--- config.mk ---
export PLATFORM = sky130hd
export DESIGN_NAME = mem_arbiter
export DESIGN_NICKNAME = d
export VERILOG_FILES = /design/src/rtl/mem_arbiter.sv
export SDC_FILE = /design/constraint.sdc
export NUM_CORES = 1
export LEC_CHECK = 0
export BUFFER_PORTS_ARGS = -buffer_cell sky130_fd_sc_hd__buf_2
export CORE_MARGIN = 2
export CORE_UTILIZATION = 45
export DETAILED_ROUTE_END_ITERATION = 10
export MAX_ROUTING_LAYER = met4
export PLACE_DENSITY = 0.8
export SLEW_MARGIN = 20
export SYNTH_ARGS = -nofsm -noshare
export SYNTH_HDL_FRONTEND = slang
export SYNTH_SLANG_ARGS = --single-unit
--- constraint.sdc ---
create_clock -name MEM_ARBITER_CLOCK_50 -period 2.6 [get_ports MEM_ARBITER_CLOCK_50]
set_clock_uncertainty 0.05 [all_clocks]
set_input_delay 0.52 -clock MEM_ARBITER_CLOCK_50 [delete_from_list [all_inputs] [get_ports MEM_ARBITER_CLOCK_50]]
set_output_delay 0.52 -clock MEM_ARBITER_CLOCK_50 [all_outputs]
set_load 0.05 [all_outputs]
--- src/rtl/mem_arbiter.sv ---
// mem_arbiter: two-requester round-robin arbiter and sequencer in front of MAIN_MEMORY.
// Latency: strobe one cycle after the request is sampled in IDLE; ACK one cycle after MemACK;
//          timeout after TIMEOUT_CYCLES BUSY cycles.
// Backpressure: a requester holds its level request until its ACK pulse; losers wait in place.
//
// Ports:
//   MEM_ARBITER_CLOCK_50 / MEM_ARBITER_ResetInLow_In : clock, synchronous active-low reset
//   MEM_ARBITER_ReqN_RD_In / _WR_In                   : requester N read / write level request
//   MEM_ARBITER_ReqN_A_InBus / _B_InBus               : requester N address / write data
//   MEM_ARBITER_ReqN_ACK_Out / _Error_Out             : requester N completion pulse / timeout flag
//   MEM_ARBITER_Data_OutBus                           : read data of the last completed access
//   MEM_ARBITER_MemRD_Out / _MemWRMain_Out            : memory strobes, held for the whole access
//   MEM_ARBITER_MemA_OutBus / _MemB_OutBus            : memory address / write data
//   MEM_ARBITER_MemACK_In / _MemData_InBus            : memory acknowledge / read data
//   MEM_ARBITER_Grant_OutBus                          : one-hot owner during the access (01/10/00)
module mem_arbiter #(
  parameter int DATAWIDTH_BUS  = 32,
  parameter int TIMEOUT_CYCLES = 16,
  parameter int TIMEOUT_WIDTH  = 5
) (
  input  logic                     MEM_ARBITER_CLOCK_50,
  input  logic                     MEM_ARBITER_ResetInLow_In,
  input  logic                     MEM_ARBITER_Req0_RD_In,
  input  logic                     MEM_ARBITER_Req0_WR_In,
  input  logic [DATAWIDTH_BUS-1:0] MEM_ARBITER_Req0_A_InBus,
  input  logic [DATAWIDTH_BUS-1:0] MEM_ARBITER_Req0_B_InBus,
  output logic                     MEM_ARBITER_Req0_ACK_Out,
  output logic                     MEM_ARBITER_Req0_Error_Out,
  input  logic                     MEM_ARBITER_Req1_RD_In,
  input  logic                     MEM_ARBITER_Req1_WR_In,
  input  logic [DATAWIDTH_BUS-1:0] MEM_ARBITER_Req1_A_InBus,
  input  logic [DATAWIDTH_BUS-1:0] MEM_ARBITER_Req1_B_InBus,
  output logic                     MEM_ARBITER_Req1_ACK_Out,
  output logic                     MEM_ARBITER_Req1_Error_Out,
  output logic [DATAWIDTH_BUS-1:0] MEM_ARBITER_Data_OutBus,
  output logic                     MEM_ARBITER_MemRD_Out,
  output logic                     MEM_ARBITER_MemWRMain_Out,
  output logic [DATAWIDTH_BUS-1:0] MEM_ARBITER_MemA_OutBus,
  output logic [DATAWIDTH_BUS-1:0] MEM_ARBITER_MemB_OutBus,
  input  logic                     MEM_ARBITER_MemACK_In,
  input  logic [DATAWIDTH_BUS-1:0] MEM_ARBITER_MemData_InBus,
  output logic [1:0]               MEM_ARBITER_Grant_OutBus
);

  typedef enum logic [1:0] {
    ST_IDLE = 2'd0,
    ST_BUSY = 2'd1,
    ST_RESP = 2'd2
  } state_t;

  localparam logic [TIMEOUT_WIDTH-1:0] CNT_LAST = TIMEOUT_WIDTH'(TIMEOUT_CYCLES - 1);

  // state and captured transaction
  state_t                   state_q, state_d;
  logic                     owner_q, owner_d;   // 0 = req0, 1 = req1
  logic                     op_wr_q, op_wr_d;   // 1 = write, 0 = read
  logic                     last_q, last_d;     // round-robin pointer: last served requester
  logic [TIMEOUT_WIDTH-1:0] cnt_q, cnt_d;
  logic [DATAWIDTH_BUS-1:0] addr_q, addr_d;
  logic [DATAWIDTH_BUS-1:0] wdata_q, wdata_d;

  // registered outputs
  logic                     mem_rd_q, mem_rd_d;
  logic                     mem_wr_q, mem_wr_d;
  logic                     ack0_q, ack0_d;
  logic                     ack1_q, ack1_d;
  logic                     err0_q, err0_d;
  logic                     err1_q, err1_d;
  logic [1:0]               grant_q, grant_d;
  logic [DATAWIDTH_BUS-1:0] data_q, data_d;

  // arbitration terms
  logic req0, req1;
  logic win1;
  logic win_wr;

  assign req0 = MEM_ARBITER_Req0_RD_In | MEM_ARBITER_Req0_WR_In;
  assign req1 = MEM_ARBITER_Req1_RD_In | MEM_ARBITER_Req1_WR_In;

  // req1 wins when it is alone, or on a tie when req0 was served last.
  assign win1 = req1 & (~req0 | ~last_q);

  // RD and WR together is a read, so a write needs WR without RD.
  assign win_wr = win1 ? (MEM_ARBITER_Req1_WR_In & ~MEM_ARBITER_Req1_RD_In)
                       : (MEM_ARBITER_Req0_WR_In & ~MEM_ARBITER_Req0_RD_In);

  always_comb begin
    state_d  = state_q;
    owner_d  = owner_q;
    op_wr_d  = op_wr_q;
    last_d   = last_q;
    cnt_d    = cnt_q;
    addr_d   = addr_q;
    wdata_d  = wdata_q;
    data_d   = data_q;
    mem_rd_d = 1'b0;
    mem_wr_d = 1'b0;
    ack0_d   = 1'b0;
    ack1_d   = 1'b0;
    err0_d   = 1'b0;
    err1_d   = 1'b0;
    grant_d  = 2'b00;

    case (state_q)
      ST_IDLE: begin
        if (req0 | req1) begin
          owner_d  = win1;
          op_wr_d  = win_wr;
          addr_d   = win1 ? MEM_ARBITER_Req1_A_InBus : MEM_ARBITER_Req0_A_InBus;
          wdata_d  = win1 ? MEM_ARBITER_Req1_B_InBus : MEM_ARBITER_Req0_B_InBus;
          cnt_d    = '0;
          state_d  = ST_BUSY;
          mem_rd_d = ~win_wr;
          mem_wr_d = win_wr;
          grant_d  = win1 ? 2'b10 : 2'b01;
        end
      end

      ST_BUSY: begin
        cnt_d = cnt_q + TIMEOUT_WIDTH'(1);
        // An acknowledge in the final counted cycle still completes normally.
        if (MEM_ARBITER_MemACK_In) begin
          data_d  = op_wr_q ? '0 : MEM_ARBITER_MemData_InBus;
          state_d = ST_RESP;
          ack0_d  = ~owner_q;
          ack1_d  = owner_q;
        end else if (cnt_q == CNT_LAST) begin
          data_d  = '0;
          state_d = ST_RESP;
          ack0_d  = ~owner_q;
          ack1_d  = owner_q;
          err0_d  = ~owner_q;
          err1_d  = owner_q;
        end else begin
          mem_rd_d = ~op_wr_q;
          mem_wr_d = op_wr_q;
          grant_d  = owner_q ? 2'b10 : 2'b01;
        end
      end

      ST_RESP: begin
        last_d  = owner_q;
        state_d = ST_IDLE;
      end

      default: begin
        state_d = ST_IDLE;
      end
    endcase
  end

  always_ff @(posedge MEM_ARBITER_CLOCK_50) begin
    if (!MEM_ARBITER_ResetInLow_In) begin
      state_q  <= ST_IDLE;
      owner_q  <= 1'b0;
      op_wr_q  <= 1'b0;
      last_q   <= 1'b1;
      cnt_q    <= '0;
      addr_q   <= '0;
      wdata_q  <= '0;
      data_q   <= '0;
      mem_rd_q <= 1'b0;
      mem_wr_q <= 1'b0;
      ack0_q   <= 1'b0;
      ack1_q   <= 1'b0;
      err0_q   <= 1'b0;
      err1_q   <= 1'b0;
      grant_q  <= 2'b00;
    end else begin
      state_q  <= state_d;
      owner_q  <= owner_d;
      op_wr_q  <= op_wr_d;
      last_q   <= last_d;
      cnt_q    <= cnt_d;
      addr_q   <= addr_d;
      wdata_q  <= wdata_d;
      data_q   <= data_d;
      mem_rd_q <= mem_rd_d;
      mem_wr_q <= mem_wr_d;
      ack0_q   <= ack0_d;
      ack1_q   <= ack1_d;
      err0_q   <= err0_d;
      err1_q   <= err1_d;
      grant_q  <= grant_d;
    end
  end

  assign MEM_ARBITER_Req0_ACK_Out   = ack0_q;
  assign MEM_ARBITER_Req0_Error_Out = err0_q;
  assign MEM_ARBITER_Req1_ACK_Out   = ack1_q;
  assign MEM_ARBITER_Req1_Error_Out = err1_q;
  assign MEM_ARBITER_Data_OutBus    = data_q;
  assign MEM_ARBITER_MemRD_Out      = mem_rd_q;
  assign MEM_ARBITER_MemWRMain_Out  = mem_wr_q;
  assign MEM_ARBITER_MemA_OutBus    = addr_q;
  assign MEM_ARBITER_MemB_OutBus    = wdata_q;
  assign MEM_ARBITER_Grant_OutBus   = grant_q;

endmodule

# Yosys cells after proc, flatten, opt, wreduce, memory -nomap -nowiden
# Index checks and enable logic that the tools add are counted.
[word_totals] ff_bits=114 latch_bits=0 ramBits=0 romBits=0 input_bits=167 out_inout_bits=104 word_cells=76 n_memories=0
[classes] n_addsub=1 n_mul=0 n_div=0 n_lt_le_gt_ge=0 n_eq_ne=5 n_shift=0 muxes=30 bitwise=16 reduce_logical=9
[op_table] op="32-bit 2-to-1 mux" n=5
[op_table] op="2-bit 2-to-1 mux" n=8
[op_table] op="1-bit 2-to-1 mux" n=11
[op_table] op="5-bit case mux with 2 select lines" n=1
[op_table] op="2-bit AND reduction" n=5
[op_table] op="1-bit inverter" n=9
[op_table] op="2-bit case mux with 2 select lines" n=2
[op_table] op="5-bit by 1-bit adder with 5-bit output (second input constant)" n=1
[op_table] op="5-bit by 4-bit equality test with 1-bit output (second input constant)" n=1
[op_table] op="5-bit 2-to-1 mux" n=1
[op_table] op="1-bit bitwise OR" n=4
[op_table] op="1-bit case mux with 2 select lines" n=2
[op_table] op="2-bit nonzero test" n=2
[op_table] op="1-bit bitwise AND" n=3
[op_table] op="3-bit inequality test (second input constant)" n=1
[op_table] op="3-bit OR reduction" n=1
[op_table] op="2-bit by 1-bit equality test with 1-bit output (second input constant)" n=1
[op_table] op="2-bit equality test (second input constant)" n=1
[op_table] op="2-bit logical NOT" n=1
[op_table] op="2-bit inequality test (second input constant)" n=1

# Longest topological paths before layout
# Gate-level depths: netlist of the first run.
[logic_depth] depth_word=8 ltp_mapped=7

# Worst setup path after synthesis of the first run
# Ideal clock, no wire load.
[synth_path] kind="reg-to-reg" from="reg cnt_q[0]" to="reg data_q[10], in the netlist MEM_ARBITER_Data_OutBus[10]" arrival_ns=1.709 required_time_ns=2.490 path_slack_ns=0.780 stages_incl_launch_ff=8 n_path_buf=1 period_less_slack_ns=1.820 path_cell_list="dfxtp_1 > ha_1 > and3_1 > ha_1 > nor2_1 > o21a_1 > clkbuf_1 > a22o_1"
[synth_via] elab_chain_cells=3
[synth_rtl] element="from (decl)" line_no="58" rtl="logic [TIMEOUT_WIDTH-1:0] cnt_q, cnt_d;"
[synth_rtl] element="from (signal assigned)" line_no="174" rtl="cnt_q <= cnt_d;"
[synth_rtl] element="5-bit by 4-bit equality test with 1-bit output" line_no="127" rtl="end else if (cnt_q == CNT_LAST) begin"
[synth_rtl] element="2-bit nonzero test (no line)"
[synth_rtl] element="2-bit AND reduction (no line)"
[synth_rtl] element="to (signal assigned)" line_no="177" rtl="data_q <= data_d;"
[synth_rtl] element="to (decl)" line_no="70" rtl="logic [DATAWIDTH_BUS-1:0] data_q, data_d;"
# No other way between the ends.
# A chain may end at the register's enable or synchronous reset.

# Worst setup path in the final report of the first run
[layout_path] from="reg state_q[1]" to="reg addr_q[13], in the netlist MEM_ARBITER_MemA_OutBus[13]"
[layout_via] elab_chain_cells=2
[layout_rtl] element="from (decl)" line_no="54" rtl="state_t state_q, state_d;"
[layout_rtl] element="from (signal assigned)" line_no="170" rtl="state_q <= state_d;"
[layout_rtl] element="2-bit logical NOT" line_no="104" rtl="case (state_q)"
[layout_rtl] element="2-bit AND reduction (no line)"
[layout_rtl] element="to (signal assigned)" line_no="175" rtl="addr_q <= addr_d;"
[layout_rtl] element="to (decl)" line_no="59" rtl="logic [DATAWIDTH_BUS-1:0] addr_q, addr_d;"
# No other way between the ends.

==> metrics.md, run 1 <==
| Metric | Value |
|---|---|
| Post-DP HPWL | `10,800 um` |
| R2R Path End | `MEM_ARBITER_MemA_OutBus[13]$_SDFFE_PN0P_` |
| Row cnt | `38` |
| Layout cells sized above 1 | `49.4%` |
| Slew @ Worst Pin | `0.986 ns` |
| Max FO, Critical Path | `19` |
| Post-route insts no fill | `855` |
| Placed Instance Area | `0.00647 mm^2` |
| Routed via count | `4,955` |
| Fmax | `461 MHz` |
| Post-Syn Area | `0.00505 mm^2` |
| Post CTS Setup Buffer Count | `0` |
| Clock tree buffer depth | `2` |
| Post_cts resized | `0` |
| Area Overhead vs Synth | `40.0%` |
| Pwr Total | `5.70 mW` |
| Flops & latches, synth | `114` |
| Pleak | `3.26 nW` |
| 1st-pass router iterations | `5` |
| Top FF cell, synth | `dfxtp_1` |
| R2R depth | `3` |
| Syn Nets | `623` |
| Yosys warning count | `0` |
| Die area | `0.0121 mm^2` |
| Hold Crit Start | `MEM_ARBITER_MemData_InBus[16]` |
| Initial antenna violation count | `2` |
| Fin nets | `870` |
| Core Box Area | `0.0109 mm^2` |
| Met3 Usage GRT | `6.94%` |
| Avg Cell Area, Syn | `11.1 um^2` |
| Total of max-cap violations | `0` |
| Drt total wl | `15,400 um` |
| Post-synth EDFFs | `0` |
| Ys async rst share | `0%` |
| Startpoint Class | `register` |
| Hold Crit Depth | `2` |
| Htree depth | `4` |
| PD cells | `807 mW/mm^2` |
| Clock sink count | `114` |
| Met2 usage | `40.1%` |
| Synth area leaders | `dfxtp_1 (45%), a311o_1 (8.9%), a21boi_0 (6.8%)` |
| Placed cell count | `821` |
| Register area share after synthesis | `45.2%` |
| Fin. Hold Viols | `0` |
| Critical path type | `register to register` |
| Filler cells | `851` |
| Clk slew on worst S/H paths | `0.06 ns` |
| Hold-fix buffers, CTS | `0` |
| Outcome | `finished, final reports clean` |
| Post-DR vias/cell | `5.80` |
| Root Buffer | `clkbuf_8` |
| Initial DRC Count | `353` |
| Tcrit/Tclk final | `83.4%` |
| Netlist cell types | `51` |
| PortBufs | `270` |
| Setup TNS | `0 ns` |
| Worst slew margin | `33.8%` |
| Gr busiest metal | `met2` |
| Post-Syn Instances | `453` |
| Die height | `110 um` |
| Worst Hold End | `MEM_ARBITER_Data_OutBus[16]$_SDFFE_PN0P_` |
| First-pass GRT wire length | `22,700 um` |
| Cell area after layout | `0.00706 mm^2` |
| Worst r2r src | `state_q[1]$_SDFFE_PN0P_` |
| I/O pin cnt | `271` |
| CTS tree | `built` |
| Setup slack, reg-to-reg | `0.43 ns` |
| Die W | `110 um` |
| Crit end category | `register` |
| CTS Buf Count | `17` |
| Avg WL per Cell | `18.0 um` |
| Setup violations, final | `0` |
| Initial Util | `46.3%` |
| Gpl congestion | `0.817` |
| RSZ-0062 raised after global routing | `false` |
| Vias in the first global route | `4,556` |
| Residual DRC count | `0` |
| Routed Antenna Nets | `0` |
| Grt ovf | `0` |
| Worst hold path class | `input port to register` |
| GR Util met1 | `28.6%` |
| Cell taking the most area after synthesis | `dfxtp_1` |
| Slew Limit Fails | `0` |
| Crit path time final | `2.17 ns` |
| Arrival time at the worst endpoint | `2.57 ns` |
| Total track usage | `25.0%` |
| Yosys top cell area share | `45.2%` |
| Largest net degree at the start of global routing | `85` |
| Skew-Pair Late Insertion Delay | `0.52 ns` |
| Worst IR Drop VDD | `0.465 mV` |
| Crit path required time | `3.00 ns` |
==> kinds of logic after synthesis <==
| group | count (synthesis) | synth area share [%] |
|---|---|---|
| AO/OA/AOI/OAI | 212 | 38.6 |
| multiplexers | 1 | 0.198 |
| buffers and inverters | 61 | 6.03 |
| flip-flops | 114 | 45.2 |
| AND/OR/NAND/NOR | 62 | 9.22 |
| adder cells (fa/ha/maj) | 3 | 0.744 |
==> cell usage after synthesis (all sizes together) (2+ instances only) <==
master / n
and4: 19
o21ai: 6
a21boi: 46
a211oi: 2
a21oi: 9
dfxtp: 114
ha: 3
nand2b: 2
buf: 27
or2: 2
clkbuf: 29
or4: 2
a22o: 31
a311o: 45
nand3: 5
a221o: 19
nor3b: 5
o221a: 45
nand2: 5
nor2: 8
inv: 5
o32ai: 2
nor3: 3
nor4: 3
==> worst max-delay path by stage <==
| stage | slack [ns] | depth (start not counted) | end | from |
|---|---|---|---|---|
| after floorplan | 0.78 | 7 | MEM_ARBITER_Data_OutBus[10]$_SDFFE_PN0P_ | cnt_q[0]$_SDFFE_PN0P_ |
| after global placement | 0.47 | 3 | MEM_ARBITER_MemA_OutBus[26]$_SDFFE_PN0P_ | state_q[1]$_SDFFE_PN0P_ |
| after CTS | 0.39 | 3 | MEM_ARBITER_MemA_OutBus[13]$_SDFFE_PN0P_ | state_q[1]$_SDFFE_PN0P_ |
| after global routing | 0.26 | 3 | MEM_ARBITER_MemA_OutBus[20]$_SDFFE_PN0P_ | state_q[1]$_SDFFE_PN0P_ |
| after detailed placement | 0.38 | 3 | MEM_ARBITER_MemA_OutBus[13]$_SDFFE_PN0P_ | state_q[1]$_SDFFE_PN0P_ |
| final | 0.43 | 3 | MEM_ARBITER_MemA_OutBus[13]$_SDFFE_PN0P_ | state_q[1]$_SDFFE_PN0P_ |
==> power breakdown <==
part           internal [mW]  leakage (nW)  switching, mW
registers               1.91         0.938         0.0918
clock network           1.48         0.280          0.832
logic                  0.470          2.04          0.920
total                   3.86          3.26           1.84
==> cell type report <==
| type | count | area [um^2] | area share, % |
|---|---|---|---|
| antenna | 2 | 5.00 | 0.0708 |
| clock buffer | 19 | 432 | 6.11 |
| clock inverter | 13 | 161 | 2.28 |
| inverter | 5 | 18.8 | 0.266 |
| multi-input combinational | 278 | 2470 | 35.0 |
| sequential | 114 | 2280 | 32.3 |
| tap | 140 | 175 | 2.48 |
| timing repair buffer | 284 | 1520 | 21.5 |
==> per-layer routing <==
metal  vias to the layer above  share of wire, %
met1                      2347                41
met2                       194                49
met4                         0               2.9
met5                         -                 0
met3                        37               7.1
li1                       2377                 -
==> cells in the final DEF, fill, tap and decap left out, drive strengths merged, types with 2 or more instances in the layout <==
cell,synthesis,routed
buf,27,284
dfxtp,114,114
a21boi,46,46
a311o,45,45
o221a,45,45
a22o,31,31
and4,19,19
a221o,19,19
clkbuf,29,19
a21oi,9,9
nor2,8,8
o21ai,6,6
clkinv,0,6
nand2,5,5
nand3,5,5
inv,5,5
nor3b,5,5
clkinvlp,0,4
nor3,3,3
ha,3,3
bufinv,0,3
nor4,3,3
diode,0,2
or2,2,2
nand2b,2,2
o32ai,2,2
a211oi,2,2
or4,2,2
==> sequential cells by signal, indices dropped and copies added (netlist names), 2 cells and up <==
register / cells
MEM_ARBITER_Data_OutBus: 32
MEM_ARBITER_MemA_OutBus: 32
MEM_ARBITER_MemB_OutBus: 32
cnt_q: 5
MEM_ARBITER_Grant_OutBus: 2
state_q: 2
==> through the flow <==
step                      hold WS [ns]  worst slack (ns)  utilization, %
after CTS                        0.136             0.388            64.8
after global routing             0.143             0.264            64.9
final                            0.158             0.433            64.9
after detailed placement         0.411             0.380            59.4
after floorplan                  0.408             0.780               -
after global placement           0.406             0.474            59.4
==> critical path, cell delays in order (launching register included) <==
cell	delay [ns]
dfxtp_1	0.41
or2_2	0.49
nor4_4	0.85
a221o_1	0.29
No activity file was read; power rests on OpenSTA's default activity.
==> inputs of run 2 (changes only) <==
Settings changed: CORE_UTILIZATION 45 to 41, PLACE_DENSITY 0.8 to 0.77.
Clock period 2.6 ns to 1.9 ns, I/O delays scaled along.
==> run 2 against run 1 <==
Die area is 9.4% higher. Count of clock-buffer cells in the layout up 1. Core utilization shrank 3.9 points. Global-route usage decreased by 0.40 points. Clock power increased by 65%. Critical path type unchanged. Critical endpoint is now MEM_ARBITER_MemRD_Out$_SDFF_PN0_.
==> metrics.md, run 2 (synthesis results as in run 1) <==
| Metric | Value |
|---|---|
| Outcome | `finished, final reports clean` |
| Fin util | `60.9% (-3.9 points)` |
| Die area | `0.0132 mm^2 (+9.4%)` |
| PD cells | `1160 mW/mm^2 (+44%)` |
| Sw frac | `30.0% (-2.4 points)` |
| Htree depth | `4 (unchanged)` |
| Vias in the first global route | `5,061 (+11%)` |
| Clock sink count | `114 (unchanged)` |
| Initial Util | `42.0% (-4.3 points)` |
| Storage element area | `0.00228 mm^2 (unchanged)` |
| Setup violations, final | `0 (unchanged)` |
| Hold-fix buffers, CTS | `0 (unchanged)` |
| Core Box Area | `0.0120 mm^2 (+10%)` |
| Pleak | `3.37 nW (+3.6%)` |
| Area Overhead vs Synth | `45.1%` |
| Top Layer Used | `met4` |
| 1st-pass router iterations | `5 (unchanged)` |
| Total track usage | `24.6% (-0.40 points)` |
| Worst-path cell chain | `ha_2 -> and3_4 -> ha_1 -> or4b_4 -> nor3_4 -> a21o_1` |
| Slew @ Worst Pin | `0.908 ns (-0.0781 ns)` |
| Startpoint Class | `register` |
| R2R depth | `6 (+3)` |
| Slew Limit Fails | `0 (unchanged)` |
| Slowest library cell on the worst path | `or4b_4` |
| Met1 WL | `6530 um (+2.9%)` |
| Setup slack, reg-to-reg | `0.05 ns (-0.38 ns)` |
| Fin. Hold Viols | `0 (unchanged)` |
| Most frequent cells in the layout | `buf_2 (270), dfxtp_1 (114), a21boi_0 (46)` |
| Crit path time final | `1.85 ns (-0.316 ns)` |
| Final hold slack | `0.122 ns (-0.0356 ns)` |
| Fmax | `540 MHz (+17%)` |
| Buf/Inv on CP | `0 (unchanged)` |
| Combinational Power Share | `23.0% (-1.4 points)` |
| Arrival time at the worst endpoint | `2.15 ns (-0.42 ns)` |
| Crit-path max cell delay | `0.56 ns (-0.29 ns)` |
| Grt ovf | `0 (unchanged)` |
| First-pass GRT wire length | `24,700 um (+9.1%)` |
| Commonest non-fill, non-tap cell in the layout | `buf_2` |
| Die height | `115 um (+4.6%)` |
| Max FO, Critical Path | `3 (-16)` |
| Root Buffer | `clkbuf_16` |
| Routed via count | `5,064 (+2.2%)` |
| Fin nets | `879 (+1.0%)` |
| RSZ-0062 raised after global routing | `false` |
| CTS Buf Count | `17 (unchanged)` |
| Worst slew margin | `39.2% (+5.4 points)` |
| Tcrit/Tclk final | `97.4% (+14 points)` |
| Setup TNS | `0 ns (unchanged)` |
| Routed Antenna Nets | `0 (unchanged)` |
| Post-DR vias/cell | `5.81 (+0.32%)` |
| Total of max-cap violations | `0 (unchanged)` |
| Levels on crit path | `6 (+3)` |
| Met3 wire len | `1050 um (-4.0%)` |
| Clk slew on worst S/H paths | `0.06 ns (about the same)` |
| Multi-input gate area | `0.00250 mm^2 (+1.4%)` |
| Routed wl met2 | `8140 um (+8.2%)` |
| CTS tree | `built` |
| Critical path type | `register to register` |
| Top Family by Delay on Critical Path | `simple AND/OR/NAND/NOR gates` |
| Sw power | `2.54 mW (+38%)` |
| Crit end category | `register` |
| PortBufs | `270 (unchanged)` |
| Die W | `115 um (+4.6%)` |
| Gpl congestion | `0.880 (+7.7%)` |
| Hold Crit Depth | `2 (unchanged)` |
| Clock share of power | `44.8% (+4.2 points)` |
| Largest net degree at the start of global routing | `63 (-26%)` |
| Layout cells sized above 1 | `50.6% (+1.2 points)` |
| Crit path required time | `2.20 ns (-0.80 ns)` |
| I/O pin cnt | `271 (unchanged)` |
| Initial DRC Count | `292 (-17%)` |
| Clock tree buffer depth | `2 (unchanged)` |
| Skew-Pair Late Insertion Delay | `0.41 ns (-0.11 ns)` |
| Drt total wl | `16,100 um (+4.6%)` |
| Residual DRC count | `0 (unchanged)` |
| Internal power | `5.94 mW (+54%)` |
| Filler cells | `1,004 (+18%)` |
| Initial antenna violation count | `2 (unchanged)` |
| Avg WL per Cell | `18.5 um (+2.6%)` |
| Reg power frac | `32.2% (-2.9 points)` |
| Worst IR Drop VDD | `0.643 mV (+38%)` |
| Post-DP HPWL | `11,000 um (+1.9%)` |
| Worst hold path class | `input port to register` |
| Row cnt | `40 (+5.3%)` |
-- run 2: cell types whose count changed in the layout (fill, tap and decap cells not counted), sizes merged --
cell      delta
clkinv       -2
nor2         +1
clkbuf       +1
clkinvlp     -3
buf          +8
bufinv       +4
-- run 2: power groups by stage --
stage | clock network (mW) | registers (mW) | logic [mW]
finish | 3.80 | 2.73 | 1.95
global route | 3.98 | 2.75 | 2.07
CTS | 3.85 | 2.73 | 1.94
detailed placement | 0 | 2.77 | 1.93
global placement | 0 | 2.77 | 1.89
floorplan | 0 | 3.47 | 0.674
-- run 2: what timing repair did --
item / in CTS / in global routing
gates cloned: 1 / 0
endpoints found under the setup margin: 52 / 21
setup buffers: 0 / 1
gates resized for setup: 3 / 3
pin swaps: 1 / 1
-- run 2: layer usage --
metal,vias up,track usage (%)
li1,2392,-
met1,2409,27.4
met2,229,40.6
met3,34,6.64
met4,0,11.9
met5,-,-
-- run 2: worst reg2reg max path, stage by stage (launching register included) --
cell	delay [ns]
dfxtp_1	0.32
ha_2	0.20
and3_4	0.19
ha_1	0.19
or4b_4	0.56
nor3_4	0.18
a21o_1	0.12
-- run 2: final timing paths --
path | from | endpoint
max | cnt_q[0]$_SDFFE_PN0P_ | MEM_ARBITER_MemRD_Out$_SDFF_PN0_
min | MEM_ARBITER_MemData_InBus[14] | MEM_ARBITER_Data_OutBus[14]$_SDFFE_PN0P_
min reg2reg | MEM_ARBITER_Data_OutBus[26]$_SDFFE_PN0P_ | MEM_ARBITER_Data_OutBus[26]$_SDFFE_PN0P_
max reg2reg | cnt_q[0]$_SDFFE_PN0P_ | MEM_ARBITER_MemRD_Out$_SDFF_PN0_
-- run 2: metrics by stage --
| stage | setup WS, ns | total power [mW] | instances | cell area [um^2] |
|---|---|---|---|---|
| global placement | -0.0397 | 4.65 | 835 | 6550 |
| CTS | 0.000696 | 8.52 | 868 | 7280 |
| detailed placement | -0.141 | 4.70 | 835 | 6550 |
| finish | 0.0490 | 8.49 | 871 | 7320 |
| global route | 0.0100 | 8.79 | 871 | 7320 |
| floorplan | 0.0802 | 4.14 | 453 | 5050 |
-- run 2: layout make-up --
cell class              instances  area share [%]
flip-flops and latches        114            31.2
repair buffers                292            22.1
well taps                     147            2.51
multi-input cells             279            34.2
clock buffers                  20            6.24
diodes                          2          0.0684
inverters                       5           0.256
clock inverters                12            3.45
==> inputs of run 3 (changes only) <==
Settings changed: REMOVE_ABC_BUFFERS from default to 1.
==> run 3 against run 2 <==
Fmax up 1.4%. Count of clock-buffer cells in the layout grew 6. Cell area shrank 1.6%. Sequential share of layout area up 0.51 points. Combinational power is essentially flat. Flip-flop and latch count unchanged. Clock power down 18%. Register-to-register slack gained 0.03 ns. Global-route usage decreased by 0.88 points. Core utilization fell by 0.99 points. Wire length down 0.88%. Via count grew 0.22%. Critical path type unchanged.
==> metrics.md, run 3 (synthesis results as in run 1) <==
| Metric | Value |
|---|---|
| Vias in the first global route | `4,781 (-5.5%)` |
| Htree depth | `4 (unchanged)` |
| CTS tree | `built` |
| Initial Util | `42.0% (unchanged)` |
| Worst slew margin | `58.8% (+20 points)` |
| Gpl congestion | `0.820 (-6.9%)` |
| Area Overhead vs Synth | `42.7%` |
| Multi-input gate area | `0.00249 mm^2 (-0.55%)` |
| Slew @ Worst Pin | `0.618 ns (-0.290 ns)` |
| Worst Hold End | `MEM_ARBITER_Data_OutBus[9]$_SDFFE_PN0P_` |
| Skew-Pair Late Insertion Delay | `0.41 ns (about the same)` |
| Routed Antenna Nets | `0 (unchanged)` |
| Cell area after layout | `0.00720 mm^2 (-1.6%)` |
| Routed via count | `5,075 (+0.22%)` |
| Crit-path max cell delay | `0.53 ns (-0.03 ns)` |
| Avg WL per Cell | `18.4 um (-0.76%)` |
| Post-DR vias/cell | `5.83 (+0.33%)` |
| Fin util | `60.0% (-0.99 points)` |
| R2R depth | `6 (unchanged)` |
| R2R Path End | `MEM_ARBITER_Grant_OutBus[0]$_SDFF_PN0_` |
| Pleak | `3.33 nW (-1.3%)` |
| CP dominant cell by count | `ha_2` |
| Die W | `115 um (unchanged)` |
| Commonest non-fill, non-tap cell in the layout | `buf_2` |
| CTS Buf Count | `17 (unchanged)` |
| Drt total wl | `16,000 um (-0.88%)` |
| Fin nets | `881 (+0.23%)` |
| PD cells | `1080 mW/mm^2 (-6.5%)` |
| Top Family by Delay on Critical Path | `simple AND/OR/NAND/NOR gates` |
| Clock sink count | `114 (unchanged)` |
| Total track usage | `23.7% (-0.88 points)` |
| Placed Instance Area | `0.00659 mm^2 (+0.53%)` |
| Critical path type | `register to register` |
| Max FO, Critical Path | `3 (unchanged)` |
| Core Box Area | `0.0120 mm^2 (unchanged)` |
| Levels on crit path | `6 (unchanged)` |
| Worst IR Drop VDD | `0.582 mV (-9.6%)` |
| Hold Crit Start | `MEM_ARBITER_MemData_InBus[9]` |
| Critical path launch point | `cnt_q[0]$_SDFFE_PN0P_` |
| Residual DRC count | `0 (unchanged)` |
| Slew Limit Fails | `0 (unchanged)` |
| Grt ovf | `0 (unchanged)` |
| Most frequent cells in the layout | `buf_2 (270), dfxtp_1 (114), a21boi_0 (46)` |
| Initial antenna violation count | `0 (-2)` |
| Setup violations, final | `0 (unchanged)` |
| Fmax | `548 MHz (+1.4%)` |
| Largest net degree at the start of global routing | `72 (+14%)` |
| Worst-path cell chain | `ha_2 -> and3_4 -> ha_2 -> or4b_4 -> o32a_1 -> nor2_1` |
| Slowest library cell on the worst path | `or4b_4` |
| Post-DP HPWL | `11,000 um (+0.60%)` |
| Outcome | `finished, final reports clean` |
| Crit path time final | `1.83 ns (-0.0258 ns)` |
| Fin. Hold Viols | `0 (unchanged)` |
| GR Util met1 | `28.5% (+1.0 points)` |
| First-pass GRT wire length | `24,300 um (-1.8%)` |
| Filler cells | `1,001 (-0.30%)` |
| Worst hold path class | `input port to register` |
| Setup slack, reg-to-reg | `0.07 ns (+0.03 ns)` |
| Initial DRC Count | `449 (+54%)` |
| Gr busiest metal | `met2` |
| Die area | `0.0132 mm^2 (unchanged)` |
| Crit path required time | `2.19 ns (about the same)` |
| PortBufs | `270 (unchanged)` |
| Arrival time at the worst endpoint | `2.12 ns (-0.03 ns)` |
| Layout cells sized above 1 | `50.1% (-0.48 points)` |
| I/O pin cnt | `271 (unchanged)` |
| Crit end category | `register` |
| Clock tree buffer depth | `2 (unchanged)` |
| Total of max-cap violations | `0 (unchanged)` |
| Diodes inserted | `0 (-2)` |
| Tcrit/Tclk final | `96.1% (-1.4 points)` |
| Worst r2r src | `cnt_q[0]$_SDFFE_PN0P_` |
| Hold Crit Depth | `2 (unchanged)` |
| Clk slew on worst S/H paths | `0.05 ns (about the same)` |
| Startpoint Class | `register` |
| Row cnt | `40 (unchanged)` |
| Root Buffer | `clkbuf_16` |
| Met3 Usage GRT | `5.11% (-1.5 points)` |
| Met2 usage | `39.1% (-1.5 points)` |
| 1st-pass router iterations | `7 (+2)` |
| RSZ-0062 raised after global routing | `false` |
| Die height | `115 um (unchanged)` |
| Storage element area | `0.00228 mm^2 (unchanged)` |
| Buf/Inv on CP | `0 (unchanged)` |
[run 3: how the worst max path moves through the flow]
stage / to / slack, ns
6_report: MEM_ARBITER_Grant_OutBus[0]$_SDFF_PN0_ / 0.07
5_1_grt: MEM_ARBITER_Grant_OutBus[0]$_SDFF_PN0_ / 0.02
4_1_cts: MEM_ARBITER_MemRD_Out$_SDFF_PN0_ / 0.02
3_5_place_dp: MEM_ARBITER_MemA_OutBus[17]$_SDFFE_PN0P_ / -0.04
3_3_place_gp: MEM_ARBITER_MemA_OutBus[23]$_SDFFE_PN0P_ / 0.05
2_1_floorplan: MEM_ARBITER_MemB_OutBus[10]$_SDFFE_PN0P_ / -2.41
[run 3: worst reg2reg max path: stages, from the launching register on]
cell,delay [ns]
dfxtp_1,0.32
ha_2,0.19
and3_4,0.19
ha_2,0.18
or4b_4,0.53
o32a_1,0.19
nor2_1,0.11
[run 3: final cells by class]
type / instances / share of cell area [%]
multi-input cells: 278 / 34.6
flip-flops and latches: 114 / 31.7
repair buffers: 295 / 22.9
clock buffers: 26 / 6.93
well taps: 147 / 2.55
clock inverters: 5 / 1.04
inverters: 5 / 0.261
[run 3: metrics by stage]
step	hold slack [ns]	cells	setup TNS, ns	total power, mW	setup slack [ns]
6_report	0.129	870	0	7.80	0.0748
5_1_grt	0.120	870	0	8.10	0.0211
4_1_cts	0.115	869	0	7.83	0.0239
3_5_place_dp	0.412	838	-0.327	4.72	-0.0356
3_3_place_gp	0.406	838	0	4.68	0.0492
2_1_floorplan	0.406	397	-161.88	4.06	-2.41
[run 3: power breakdown]
part           switching [mW]  internal [mW]  total, mW
clock network            1.05           2.05       3.10
logic                    1.29          0.679       1.97
registers               0.120           2.61       2.73
[run 3: per-layer routing]
layer | wire, um | share of wire [%] | vias to the layer above
met2 | 8140 | 51 | 222
li1 | - | - | 2389
met3 | 963 | 6.0 | 23
met1 | 6600 | 41 | 2441
met4 | 265 | 1.7 | 0
met5 | 0 | 0 | -
[run 3: repair_timing]
item,in CTS,in global routing
setup endpoints to repair,2,21
pin swaps,0,2
hold buffers,0,0
setup buffers,0,1
gates resized for setup,1,4
